`config.mk`:
```
export PLATFORM = sky130hd
export DESIGN_NAME = gpr_wb_scheduler
export DESIGN_NICKNAME = d
export VERILOG_FILES = /design/src/rtl/gpr_wb_scheduler.sv
export SDC_FILE = /design/constraint.sdc
export NUM_CORES = 1
export LEC_CHECK = 0
export CAP_MARGIN = 15
export CORE_MARGIN = 4
export CORE_UTILIZATION = 30
export DETAILED_ROUTE_END_ITERATION = 10
export PLACE_DENSITY = 0.68
export SLEW_MARGIN = 15
export SYNTH_ARGS = -nofsm -noshare
export SYNTH_HDL_FRONTEND = slang
export SYNTH_SLANG_ARGS = --single-unit
```
`constraint.sdc`:
```
create_clock -name clk -period 9.55 [get_ports clk]
set_input_delay 1.91 -clock clk [delete_from_list [all_inputs] [get_ports clk]]
set_output_delay 1.91 -clock clk [all_outputs]
set_load 0.02 [all_outputs]
```
`src/rtl/gpr_wb_scheduler.sv`:
```
// gpr_wb_scheduler
//   Write-back scheduler and scoreboard for the GPR file. Two producers, the
//   ALU (port 0) and the load unit (port 1), share the single register-file
//   write port under round-robin arbitration. A busy bit per register tracks
//   claimed-but-uncommitted destinations so decode can detect RAW hazards.
//
// Ports
//   clk, reset                     clock, asynchronous active-high reset
//   issue_valid/issue_rd/issue_ready  destination claim from decode
//   chk_a, chk_b                   decode read selects checked for hazards
//   hazard                         a checked register is pending
//   fwd_a_hit, fwd_b_hit, fwd_data forwarding of the committing write
//   wb0_*  (valid, rd, data, ready) ALU write-back handshake
//   wb1_*  (valid, rd, data, ready) load write-back handshake
//   gpr_we, gpr_sel_d, gpr_data    registered register-file write port
//   busy                           scoreboard vector, one bit per register
//   pend_cnt                       registered population count of busy
//
// Build option
//   GPR_WB_BYPASS_EN  when defined, the write committing this cycle is
//                     forwarded to decode and exempted from hazard. When
//                     undefined the forward outputs are tied to zero.
//
// Handshake: a write-back transfer happens on a rising edge where
// wbN_valid and wbN_ready are both 1. ready is combinational from the
// valids and the round-robin pointer and is never high without valid; the
// producer keeps rd/data stable while valid is high and ready is low.

module gpr_wb_scheduler #(
  parameter int DW = 8,
  parameter int AW = 3
) (
  input  logic              clk,
  input  logic              reset,
  input  logic              issue_valid,
  input  logic [AW-1:0]     issue_rd,
  output logic              issue_ready,
  input  logic [AW-1:0]     chk_a,
  input  logic [AW-1:0]     chk_b,
  output logic              hazard,
  output logic              fwd_a_hit,
  output logic              fwd_b_hit,
  output logic [DW-1:0]     fwd_data,
  input  logic              wb0_valid,
  input  logic [AW-1:0]     wb0_rd,
  input  logic [DW-1:0]     wb0_data,
  output logic              wb0_ready,
  input  logic              wb1_valid,
  input  logic [AW-1:0]     wb1_rd,
  input  logic [DW-1:0]     wb1_data,
  output logic              wb1_ready,
  output logic              gpr_we,
  output logic [AW-1:0]     gpr_sel_d,
  output logic [DW-1:0]     gpr_data,
  output logic [(1<<AW)-1:0] busy,
  output logic [AW:0]       pend_cnt
);

  localparam int NR = 1 << AW;

  logic [NR-1:0] busy_q, busy_d;
  logic [AW:0]   pend_cnt_q, pend_cnt_d;
  logic          ptr_q, ptr_d;
  logic          gpr_we_q, gpr_we_d;
  logic [AW-1:0] gpr_sel_d_q, gpr_sel_d_d;
  logic [DW-1:0] gpr_data_q, gpr_data_d;

  logic          grant0, grant1;
  logic          issue_accept;
  logic [NR-1:0] set_mask, clr_mask;
  logic          commit_a, commit_b;

  // Arbitration: a lone requester always wins; under contention the
  // pointer picks the port and then flips so the other port goes next.
  always_comb begin
    grant0 = wb0_valid & (~wb1_valid | ~ptr_q);
    grant1 = wb1_valid & (~wb0_valid |  ptr_q);
    ptr_d  = ptr_q;
    if (wb0_valid && wb1_valid) begin
      ptr_d = ~ptr_q;
    end
  end

  assign wb0_ready = grant0;
  assign wb1_ready = grant1;

  always_comb begin
    gpr_we_d    = 1'b0;
    gpr_sel_d_d = gpr_sel_d_q;
    gpr_data_d  = gpr_data_q;
    if (grant0) begin
      gpr_we_d    = 1'b1;
      gpr_sel_d_d = wb0_rd;
      gpr_data_d  = wb0_data;
    end else if (grant1) begin
      gpr_we_d    = 1'b1;
      gpr_sel_d_d = wb1_rd;
      gpr_data_d  = wb1_data;
    end
  end

  // A register still committing is busy, so its claim is refused until the
  // cycle after the commit edge.
  assign issue_ready  = ~busy_q[issue_rd];
  assign issue_accept = issue_valid & issue_ready;

  // Clear comes from the write currently on the register-file port; the set
  // is applied after the clear so a same-index claim wins.
  always_comb begin
    set_mask = '0;
    clr_mask = '0;
    if (issue_accept) begin
      set_mask[issue_rd] = 1'b1;
    end
    if (gpr_we_q) begin
      clr_mask[gpr_sel_d_q] = 1'b1;
    end
    busy_d = (busy_q & ~clr_mask) | set_mask;
  end

  always_comb begin
    pend_cnt_d = '0;
    for (int i = 0; i < NR; i++) begin
      pend_cnt_d = pend_cnt_d + {{AW{1'b0}}, busy_d[i]};
    end
  end

  assign commit_a = gpr_we_q & (chk_a == gpr_sel_d_q);
  assign commit_b = gpr_we_q & (chk_b == gpr_sel_d_q);

`ifdef GPR_WB_BYPASS_EN
  // The committing value is on fwd_data this cycle, so a read whose only
  // pending producer is that commit need not stall.
  assign fwd_a_hit = commit_a;
  assign fwd_b_hit = commit_b;
  assign fwd_data  = gpr_data_q;
  assign hazard    = (busy_q[chk_a] & ~commit_a) | (busy_q[chk_b] & ~commit_b);
`else
  assign fwd_a_hit = 1'b0;
  assign fwd_b_hit = 1'b0;
  assign fwd_data  = '0;
  assign hazard    = busy_q[chk_a] | busy_q[chk_b];
`endif

  always_ff @(posedge clk or posedge reset) begin
    if (reset) begin
      busy_q      <= '0;
      pend_cnt_q  <= '0;
      ptr_q       <= 1'b0;
      gpr_we_q    <= 1'b0;
      gpr_sel_d_q <= '0;
      gpr_data_q  <= '0;
    end else begin
      busy_q      <= busy_d;
      pend_cnt_q  <= pend_cnt_d;
      ptr_q       <= ptr_d;
      gpr_we_q    <= gpr_we_d;
      gpr_sel_d_q <= gpr_sel_d_d;
      gpr_data_q  <= gpr_data_d;
    end
  end

  assign busy      = busy_q;
  assign pend_cnt  = pend_cnt_q;
  assign gpr_we    = gpr_we_q;
  assign gpr_sel_d = gpr_sel_d_q;
  assign gpr_data  = gpr_data_q;

endmodule

```
# Word-level counts from Yosys, hierarchy flattened
# Index checks and enable logic that the tools add are counted.
# Widths: inputs -> output; s select.
[totals]
register_bits = 25
latch_bits = 0
mem_bits_rw = 0
mem_bits_ro = 0
output_inout_bits = 38
mem_count = 0
[classes]
addsub = 7
mul = 0
div_mod_pow = 0
order_cmp = 6
eq_ne = 0
shifts = 0
n_mux = 18
n_bitwise = 13
n_reduce_logical = 4
[ops]
columns = ["op", "n"]
rows = [
  ["$mux 8", 4],
  ["$add 4x1->4", 4],
  ["$lt 3x4->1 const B", 4],
  ["$bmux 1 s3", 3],
  ["$and 8x8->8", 1],
  ["$not 8->8", 1],
  ["$or 8x8->8", 1],
  ["$mux 1", 7],
  ["$demux 1 s3", 2],
  ["$ge 3x1->1 const B", 2],
  ["$mux 3", 2],
  ["$add 3x1->4", 1],
  ["$not 1->1", 4],
  ["$add 2x1->3", 1],
  ["$and 1x1->1", 3],
  ["$logic_and 1x1->1", 3],
  ["$or 1x1->1", 3],
  ["$add 1x1->2", 1],
  ["$reduce_bool 2->1", 1],
]

# Depth between registers and ports, before layout
[depth]
word_depth = 15
ltp_mapped = 13

# Least setup slack after synthesis
# No wires, ideal clock.
[synth_path]
kind = "input to output"
start = "input issue_rd[0]"
end = "output issue_ready"
arrival_time_ns = 2.876
required_time_ns = 7.640
setup_slack_ns = 4.764
path_stages = 3
path_buffers = 1
path_cell_list = "buf_6 mux4_2 mux2i_1"
[synth_between]
elab_chain_len = 3
[synth_rtl]
columns = ["item", "line", "rtl"]
rows = [
  ["from (decl)", "36", "input logic [AW-1:0] issue_rd,"],
  ["$bmux 1 s3", "104", "assign issue_ready = ~busy_q[issue_rd];"],
  ["$mux 1 (implied by the code)", "104", ""],
  ["$not 1->1", "104", ""],
  ["to (decl)", "37", "output logic issue_ready,"],
]
# Every way passes these cells. The select of a mux whose other input is x is not followed.

# Final worst setup path
[layout_path]
start = "input wb0_valid"
end = "output wb1_ready"
[layout_between]
elab_chain_len = 3
[layout_rtl]
columns = ["item", "line", "rtl"]
rows = [
  ["from (decl)", "44", "input logic wb0_valid,"],
  ["$not 1->1", "77", "grant1 = wb1_valid & (~wb0_valid | ptr_q);"],
  ["$or 1x1->1", "77", ""],
  ["$and 1x1->1", "77", ""],
  ["to (decl)", "51", "output logic wb1_ready,"],
]
# Every way passes these cells.

==> results.md <==
- Final critical-path share of the clock period: 0.615
- Critical path fanouts, max: 12
- GRT met3 Usage: 0.0318
- Number of buffers inserted during clock tree synthesis: 3
- Smallest setup slack after layout: 3680 ps
- Root Buffer: clkbuf_8
- Die Y: 81.8 um
- Final cell utilization of the core: 0.447
- Peak ir drop on the vdd network: 0.106 mV
- Outcome: finished clean
- Register clock-pin slew on the reported worst setup and hold paths: 90 ps
- Wire length per cell: 14.4 um
- Hold_buf cts: 0
- Post-CTS Repair Setup Buffers: 0
- Met2 layer usage reported by global route: 0.208
- Type of the worst setup path: input pin to primary output
- Final-report max-slew violation count: 0
- Number of fillers in the final layout: 507
- Multi-input logic area: 853 um^2
- Most prevalent standard cell on the critical path: clkdlybuf4s50_1
- Initial Util: 0.314
- Fraction of registers with async set or reset after synthesis: 1.00
- Yosys warning total: 0
- Number of gates given a new drive strength after cts: 0
- Register area share after synthesis: 0.383
- Fraction of synthesized cell area taken by the top area cell type: 0.383
- First-pass GRT wire length: 6.87 mm
- Setup repair after global routing missed its margin: false
- CP endpoint kind: primary output
- Via count: 1442
- Yosys cell types: 32
- Most Used Layer, Global Route: met2
- Fraction of final layout cells sized beyond drive strength 1: 0.0417
- Critical path launch point type: input pin
- Ordered list of cells on the worst path: clkdlybuf4s50_1 > nor2b_1 > nor2_2 > clkdlybuf4s50_1
- Register Area: 626 um^2
- Hold/Removal Path Class: register to register
- Req. time, crit path: 7640 ps
- Maximum operating frequency: 0.170 GHz
- Tmin final: 5870 ps
- Final-report setup violation count: 0
- Antenna violations before repair: 0
- Relative max-transition margin: 0.337
- Clock latency reported for the late side of the worst-skew pair: 270 ps
- Synth Area per Inst: 10.6 um^2
- MaxCap Viol Count: 0
- Most frequently used cell type in the post-synthesis netlist: dfrtp_1
- P per Cell Area: 305 nW/um^2
- Count of port buffers added during placement: 63
- Core region area: 5200 um^2
- Post-route ant nets: 0
- Via count of the first global-routing pass: 1429
- Fin cells: 286
- Pin count of the biggest net entering global routing: 26
- Library cell with the largest summed area after synthesis: dfrtp_1
- CP max stage delay: 710 ps
- Total gr overflow: 0
- Area Overhead vs Synth: 42.4%
- Pre-Repair DR Iteration Count: 4
- Hold violation total from the final report: 0
- Number of enable flip-flop cells after synthesis: 0
- Final Routed Wirelength: 4.12 mm
- Chip Width: 81.8 um
- Arrival time worst endpoint: 3960 ps
- Num rows: 26
- Leakage: 1.02 nW
- # IOs: 74
- Leading post-synthesis cells by cell area: dfrtp_1 (38%), mux2i_1 (6.7%), mux4_1 (6.4%)
- Total track usage: 0.130
- CTS tree: yes
- HPWL after detailed placement: 3.15 mm
- Final sum of negative setup slack: 0 ps
- Seq cells post-synth: 25
- Least-Margin Pin Slew: 994 ps
- Number of placed cells counting well taps: 282
- Final weighted congestion in routability-driven placement: 0.824
- Number of instances in the synthesized netlist: 155
- Most common flop cell mapped by yosys: dfrtp_1
- Total Die Area: 6700 um^2
- DRC Markers: 0
- Grt met1 use: 0.177
- NumNets Final: 260
- Setup skew after layout: 1.74 ps
- Maximum root-to-sink buffer count: 2
- Pre-CTS setup slack: 3670 ps
- Average vias per placed instance: 5.04
- Most frequent cells after synthesis: dfrtp_1 (25), inv_1 (22), buf_4 (11), mux2i_1 (11)
- R2r setup slk: 6140 ps
- Number of antenna repair diodes: 0
- Slowest cell on the critical path: clkdlybuf4s50_1
- First DRT Iteration DRCs: 100
- Number of levels in the clock H-tree: 1
- Sink count of the clock tree: 25
- Netlist area before placement: 1640 um^2
logic make-up after synthesis:
kind of cell | share of synthesized area
buffers and inverters | 0.116
adder cells (fa/ha/maj) | 0.0719
XOR/XNOR | 0.0107
AO/OA/AOI/OAI | 0.152
multiplexers | 0.159
flip-flops | 0.383
other | 0.00229
AND/OR/NAND/NOR | 0.105
where the power goes:
group          switching [mW]  internal [mW]  total, mW
registers              0.0565          0.151      0.207
logic                   0.217          0.221      0.437
clock network          0.0354         0.0295     0.0649
layout by cell type (no fill, tap or decap), types with 5 or more instances in the layout:
master / instances
a21oi_1: 8
a221oi_1: 8
a31oi_1: 7
clkdlybuf4s50_1: 63
conb_1: 10
dfrtp_1: 25
inv_1: 22
mux2i_1: 11
nor2_1: 5
nor3_1: 8
final timing paths:
kind	startpoint	to	cells past startpoint
hold / removal	busy[4]$_DFF_PP0_	busy[4]$_DFF_PP0_	1
setup / recovery	wb0_valid	wb1_ready	4
max in group asynchronous	reset	busy[5]$_DFF_PP0_	2
min in group asynchronous	reset	pend_cnt[3]$_DFF_PP0_	2
setup reg to reg	gpr_we$_DFF_PP0_	pend_cnt[1]$_DFF_PP0_	11
hold reg to reg	busy[4]$_DFF_PP0_	busy[4]$_DFF_PP0_	1
per-stage QoR:
stage,cell area (um^2),hold WS [ps],total power [mW]
after detailed placement,2280,599,0.653
after global placement,2280,589,0.647
final,2330,595,0.710
after floorplan,1670,630,0.488
after CTS,2330,612,0.721
after global routing,2330,660,0.793
routing by layer:
layer	wire (um)	up-vias
met2	1960	55
met4	36	0
li1	-	672
met3	348	6
met1	1780	709
met5	0	-
worst max-delay path, delay by kind of cell:
family | cells | cell delay, ps
and+or+nand+nor | 2 | 650
buffers and inverters | 2 | 1390
sequential cells by signal, indices dropped and copies added, names as in the netlist:
name / flops
gpr_sel_d: 3
gpr_data: 8
gpr_we: 1
pend_cnt: 4
busy: 8
ptr_q: 1
area by class of cell:
type	instances	area share
Clock buffer	3	0.0177
Clock inverter	1	0.00322
Inverter	22	0.0355
Multi-Input combinational cell	102	0.366
Sequential cell	25	0.269
Tap cell	70	0.0376
Timing Repair Buffer	63	0.271
Power figures use the tool's default switching activity.
